<file path="config.mk">
export PLATFORM = sky130hd
export DESIGN_NAME = fixed_to_float_pipe
export DESIGN_NICKNAME = d
export VERILOG_FILES = /design/src/rtl/fixed_to_float_pipe.sv
export SDC_FILE = /design/constraint.sdc
export NUM_CORES = 1
export LEC_CHECK = 0
export BUFFER_PORTS_ARGS = -buffer_cell sky130_fd_sc_hd__buf_4
export CAP_MARGIN = 15
export CORE_ASPECT_RATIO = 0.9
export CORE_MARGIN = 8
export CORE_UTILIZATION = 40
export DETAILED_ROUTE_END_ITERATION = 8
export SLEW_MARGIN = 20
export SYNTH_ARGS = -nofsm -noshare
export SYNTH_HDL_FRONTEND = slang
export SYNTH_SLANG_ARGS = --single-unit
</file>
<file path="constraint.sdc">
create_clock -name clock -period 3.3 [get_ports clock]
set_input_delay 0.33 -clock clock [delete_from_list [all_inputs] [get_ports clock]]
set_output_delay 0.33 -clock clock [all_outputs]
set_load 0.03 [all_outputs]
</file>
<file path="src/rtl/fixed_to_float_pipe.sv">
// Three-stage converter from the unsigned fixed-point CORDIC x-output to IEEE-754 single.
// Stages: capture + leading-one detect, normalise + exponent, round/pack.

module pri_enc32 (
  input  logic [31:0] in_vec,
  output logic [4:0]  idx,
  output logic        valid
);
  // Highest set bit wins because later loop iterations overwrite earlier ones.
  always_comb begin
    idx   = 5'd0;
    valid = 1'b0;
    for (int i = 0; i < 32; i++) begin
      if (in_vec[i]) begin
        idx   = 5'(i);
        valid = 1'b1;
      end
    end
  end
endmodule

module fixed_to_float_pipe #(
  parameter int IN_WIDTH  = 21,
  parameter int FRAC_BITS = 20
) (
  input  logic                clock,
  input  logic                aclr,
  input  logic                clk_en,
  input  logic                valid_in,
  input  logic [IN_WIDTH-1:0] fixed_in,
  output logic [31:0]         result,
  output logic                valid_out
);
  localparam int         SRC_W    = IN_WIDTH - 1;
  localparam logic [8:0] EXP_BASE = 9'(127 - FRAC_BITS);

  logic [IN_WIDTH-1:0] s1_data;
  logic                s1_valid;
  logic [4:0]          lead_idx;
  logic                lead_found;
  logic [5:0]          shamt;

  logic [SRC_W-1:0]    s2_src;
  logic [7:0]          s2_exp;
  logic                s2_zero;
  logic                s2_valid;

  logic [22:0]         mant;
  logic                carry;

  always_ff @(posedge clock) begin
    if (aclr) begin
      s1_data  <= '0;
      s1_valid <= 1'b0;
    end else if (clk_en) begin
      s1_data  <= fixed_in;
      s1_valid <= valid_in;
    end
  end

  pri_enc32 u_lead_one (
    .in_vec (32'(s1_data)),
    .idx    (lead_idx),
    .valid  (lead_found)
  );

  assign shamt = 6'(SRC_W) - 6'(lead_idx);

  // The shift parks the leading one at bit IN_WIDTH-1; the cast drops it (implicit one).
  always_ff @(posedge clock) begin
    if (aclr) begin
      s2_src   <= '0;
      s2_exp   <= '0;
      s2_zero  <= 1'b0;
      s2_valid <= 1'b0;
    end else if (clk_en) begin
      s2_src   <= SRC_W'(s1_data << shamt);
      s2_exp   <= 8'(EXP_BASE + 9'(lead_idx));
      s2_zero  <= ~lead_found;
      s2_valid <= s1_valid;
    end
  end

  generate
    if (SRC_W <= 23) begin : g_exact
      assign mant  = 23'(s2_src) << (23 - SRC_W);
      assign carry = 1'b0;
    end else begin : g_round
      logic [22:0] keep;
      logic        guard;
      logic        sticky;
      logic        round_up;
      logic [23:0] sum;

      assign keep  = s2_src[SRC_W-1 -: 23];
      assign guard = s2_src[SRC_W-24];
      if (SRC_W > 24) begin : g_sticky
        assign sticky = |s2_src[SRC_W-25:0];
      end else begin : g_no_sticky
        assign sticky = 1'b0;
      end
      // Nearest-even: round up above half, or at exactly half when the kept LSB is odd.
      assign round_up = guard & (sticky | keep[0]);
      assign sum      = {1'b0, keep} + {23'd0, round_up};
      assign mant     = sum[22:0];
      assign carry    = sum[23];
    end
  endgenerate

  always_ff @(posedge clock) begin
    if (aclr) begin
      result    <= 32'h0;
      valid_out <= 1'b0;
    end else if (clk_en) begin
      result    <= s2_zero ? 32'h0 : {1'b0, s2_exp + 8'(carry), mant};
      valid_out <= s2_valid;
    end
  end
endmodule

</file>
==> impl_metrics.ini <==
[global_routing]
antenna_found_initial = 0
grt_overflow = 0
grt_pass1_vias = 4067
track_usage_pct = 18.29
grt_pass1_wl_mm = 21.30
grt_max_degree = 69

[routing]
drc = 0
met2_length_mm = 5.738
vias = 4149
wl_met1_mm = 6.096
vias_per_cell = 5.660
first_iter_violations = 276
firstDrtPassIters = 5
ant_nets = 0
wl_per_cell_um = 17.45
wl_met3_um = 744
routed_wl_mm = 12.79
routed.top_layer = met4

[layout]
areaGrowthSynthToFinish_pct = 20.62
fin_util_pct = 49.16
final_nets = 622
drive_gt1_share_pct = 21.50
final_cells = 733
diodes = 0
stdcell_area_um2 = 5270

[sta]
rsz0062_at_grt = no
timing.hold.ws_ns = 0.2207
maxSlewViolCount = 0
tns_ns = 0
clock.fmax_mhz = 321.5
period_share_pct = 94.26
finClkSkew_ns = 0.005848
max_slew.worst_pin.slew_ns = 0.9453
final.min_clock_period_ns = 3.111
finalHoldViolations = 0
setup-violations-final = 0
slew_headroom_pct = 36.89

[placement]
io_buffers = 53
hpwl_mm = 9.284
dpl_cell_area_um2 = 4990
gp_congestion = 0.9265
dp_cells = 718

[setup_path]
path_class = flip-flop to flip-flop
crit_path_max_fanout = 8
worst-endpoint-arrival_ns = 3.34
worstPathRequired_ns = 3.53
r2r_start = s1_data[11]
critPathCaptureType = flip-flop
crit-reg2reg-capture = s2_src[12]
reg2regPathDepth = 9
rrSetupSlack_ns = 0.19
worstSetupStartpointType = flip-flop

[floorplan]
core-area_um2 = 10720
ios = 58
die_x_um = 126.2
rows = 36
start_util_pct = 40.76
dieHeight_um = 115.2
dieArea_um2 = 14530

[yosys]
synth_ff_type = dfxtp_1
yosysUniqueCellTypes = 78
synth_edf_count = 0
synth_area_um2 = 4369
synthArstFlopShare_pct = 0
synth_seq_cells = 81
synth_cells = 541
yosys_warnings = 0
yosysSeqAreaShare_pct = 37.11
synth_area_per_cell_um2 = 8.076

[power]
cellPowerDensity_nw_per_um2 = 589.7
leakagePower_nw = 2.209
ir_worst_vdd_uv = 332.7

[clock_network]
cts_root_buf = clkbuf_16
insertion_delay_ns = 0.34
cts_tree = done
numCtsBuffers = 9
cts_max_level = 3
cts.sinks = 81
holdBufCountCts = 0
cts.reportedPaths.clkPinSlew_ns = 0.06
clock_path_buffers = 2

[run_status]
outcome = finished clean

[min_path]
holdCritStartpoint = fixed_in[18]
hp-class = input pin to flip-flop
hold_end = s1_data[18]
hold_depth = 3

[run]
cap_violations = 0
-- cells in the mapped netlist, types with 3 or more instances --
| cell | instances | area [um2] |
|---|---|---|
| a211oi_1 | 11 | 82.58 |
| a21o_1 | 5 | 37.54 |
| a21oi_1 | 38 | 190.2 |
| a22oi_1 | 3 | 22.52 |
| a31oi_1 | 9 | 56.30 |
| a32o_1 | 3 | 30.03 |
| a32oi_1 | 7 | 61.31 |
| and3_1 | 4 | 25.02 |
| buf_1 | 4 | 15.01 |
| buf_2 | 3 | 15.01 |
| buf_4 | 6 | 45.04 |
| clkbuf_1 | 28 | 105.1 |
| dfxtp_1 | 81 | 1622 |
| inv_1 | 3 | 11.26 |
| mux2i_1 | 28 | 280.3 |
| mux4_2 | 7 | 157.7 |
| nand2_1 | 49 | 183.9 |
| nand3_1 | 17 | 85.08 |
| nand4_1 | 3 | 18.77 |
| nor2_1 | 120 | 450.4 |
| nor2b_1 | 6 | 37.54 |
| nor3_1 | 6 | 30.03 |
| nor4_1 | 6 | 37.54 |
| o211ai_1 | 8 | 60.06 |
| o21a_1 | 4 | 30.03 |
| o21ai_0 | 15 | 75.07 |
| o21ai_1 | 5 | 25.02 |
-- kinds of logic (layout without fill, tap and decap cells) --
logic type,count (synthesis),count (layout),synth area share [%]
other cells,1,4,0.08583
mux,36,36,10.28
compound gates,135,135,21.76
simple gates,234,234,24.71
xor+xnor,2,2,0.4010
buf+inv,51,107,5.355
flops,81,81,37.11
fa+ha+maj,1,1,0.2863
-- metrics by stage --
step | power (mW) | setup WS [ns]
after global routing | 3.296 | 0.03571
after floorplan | 1.850 | 0.09126
after global placement | 2.190 | 0.2477
after CTS | 3.134 | 0.2476
final | 3.108 | 0.1894
after detailed placement | 2.191 | 0.2609
-- layer usage --
metal  up-vias  GRT usage [%]
li1       2041              -
met1      1964          24.43
met2       128          28.01
met3        16          4.636
met4         0          6.645
met5         -              0
-- layout make-up --
class	count	area [um2]
inverters	7	26.28
repair buffers	85	650.6
fillers	1073	5450
clock inverters	2	13.76
clock buffers	13	260.3
multi-input cells	412	2531
flip-flops and latches	81	1622
well taps	133	166.4
-- timing repair --
action | 4_1_cts | 5_1_grt
endpoints found under the setup margin | 0 | 1
setup buffers | 0 | 0
resized for setup | 0 | 1
-- sequential cells by signal, indices dropped and copies added, names as in the netlist --
name	count
valid_out	1
s2_zero	1
s1_data	21
result	28
s2_valid	1
s1_valid	1
s2_src	20
s2_exp	8
-- where the power goes --
| part | internal [mW] | leakage [nW] | switching (mW) |
|---|---|---|---|
| Clock | 0.546 | 0.136 | 0.380 |
| Combinational | 0.432 | 1.41 | 0.625 |
| Sequential | 1.06 | 0.662 | 0.0661 |
-- placed cells by master (no fill, tap or decap), drive strengths merged, types with 3 or more instances in the layout --
| cell type | Yosys | final |
|---|---|---|
| conb | 1 | 4 |
| a32o | 3 | 3 |
| nand4 | 3 | 3 |
| clkbuf | 29 | 13 |
| o211ai | 8 | 8 |
| nand2 | 50 | 50 |
| a211oi | 12 | 12 |
| nand3 | 17 | 17 |
| clkinv | 2 | 4 |
| a21o | 5 | 5 |
| nor2 | 122 | 122 |
| mux2i | 28 | 28 |
| o21a | 4 | 4 |
| a31oi | 9 | 9 |
| nor2b | 6 | 6 |
| nor3 | 8 | 8 |
| a32oi | 7 | 7 |
| mux4 | 7 | 7 |
| inv | 5 | 5 |
| and3 | 4 | 4 |
| o21ai | 21 | 21 |
| buf | 15 | 85 |
| dfxtp | 81 | 81 |
| a21oi | 39 | 39 |
| or2 | 4 | 4 |
| nor4 | 7 | 7 |
| a22oi | 3 | 3 |
-- worst max path at each step --
stage	from	end	slack [ns]	cells past startpoint
final	s1_data[11]	s2_src[12]	0.19	9
after global routing	s1_data[3]	s2_src[7]	0.04	13
after CTS	s1_data[11]	s2_src[12]	0.25	9
after detailed placement	s1_data[11]	s2_src[12]	0.26	9
after global placement	s1_data[11]	s2_src[12]	0.25	9
after floorplan	s1_data[16]	s2_src[15]	0.09	14
-- critical path, stage by stage, from the launching register on --
cell	delay, ns
dfxtp_1	0.37
buf_4	0.18
or4_4	0.55
nor4b_4	0.36
or2_2	0.21
nor2_1	0.06
a211oi_2	0.42
nand2_1	0.28
a21o_1	0.22
a221o_1	0.33
(Power assumes the default switching activity.)
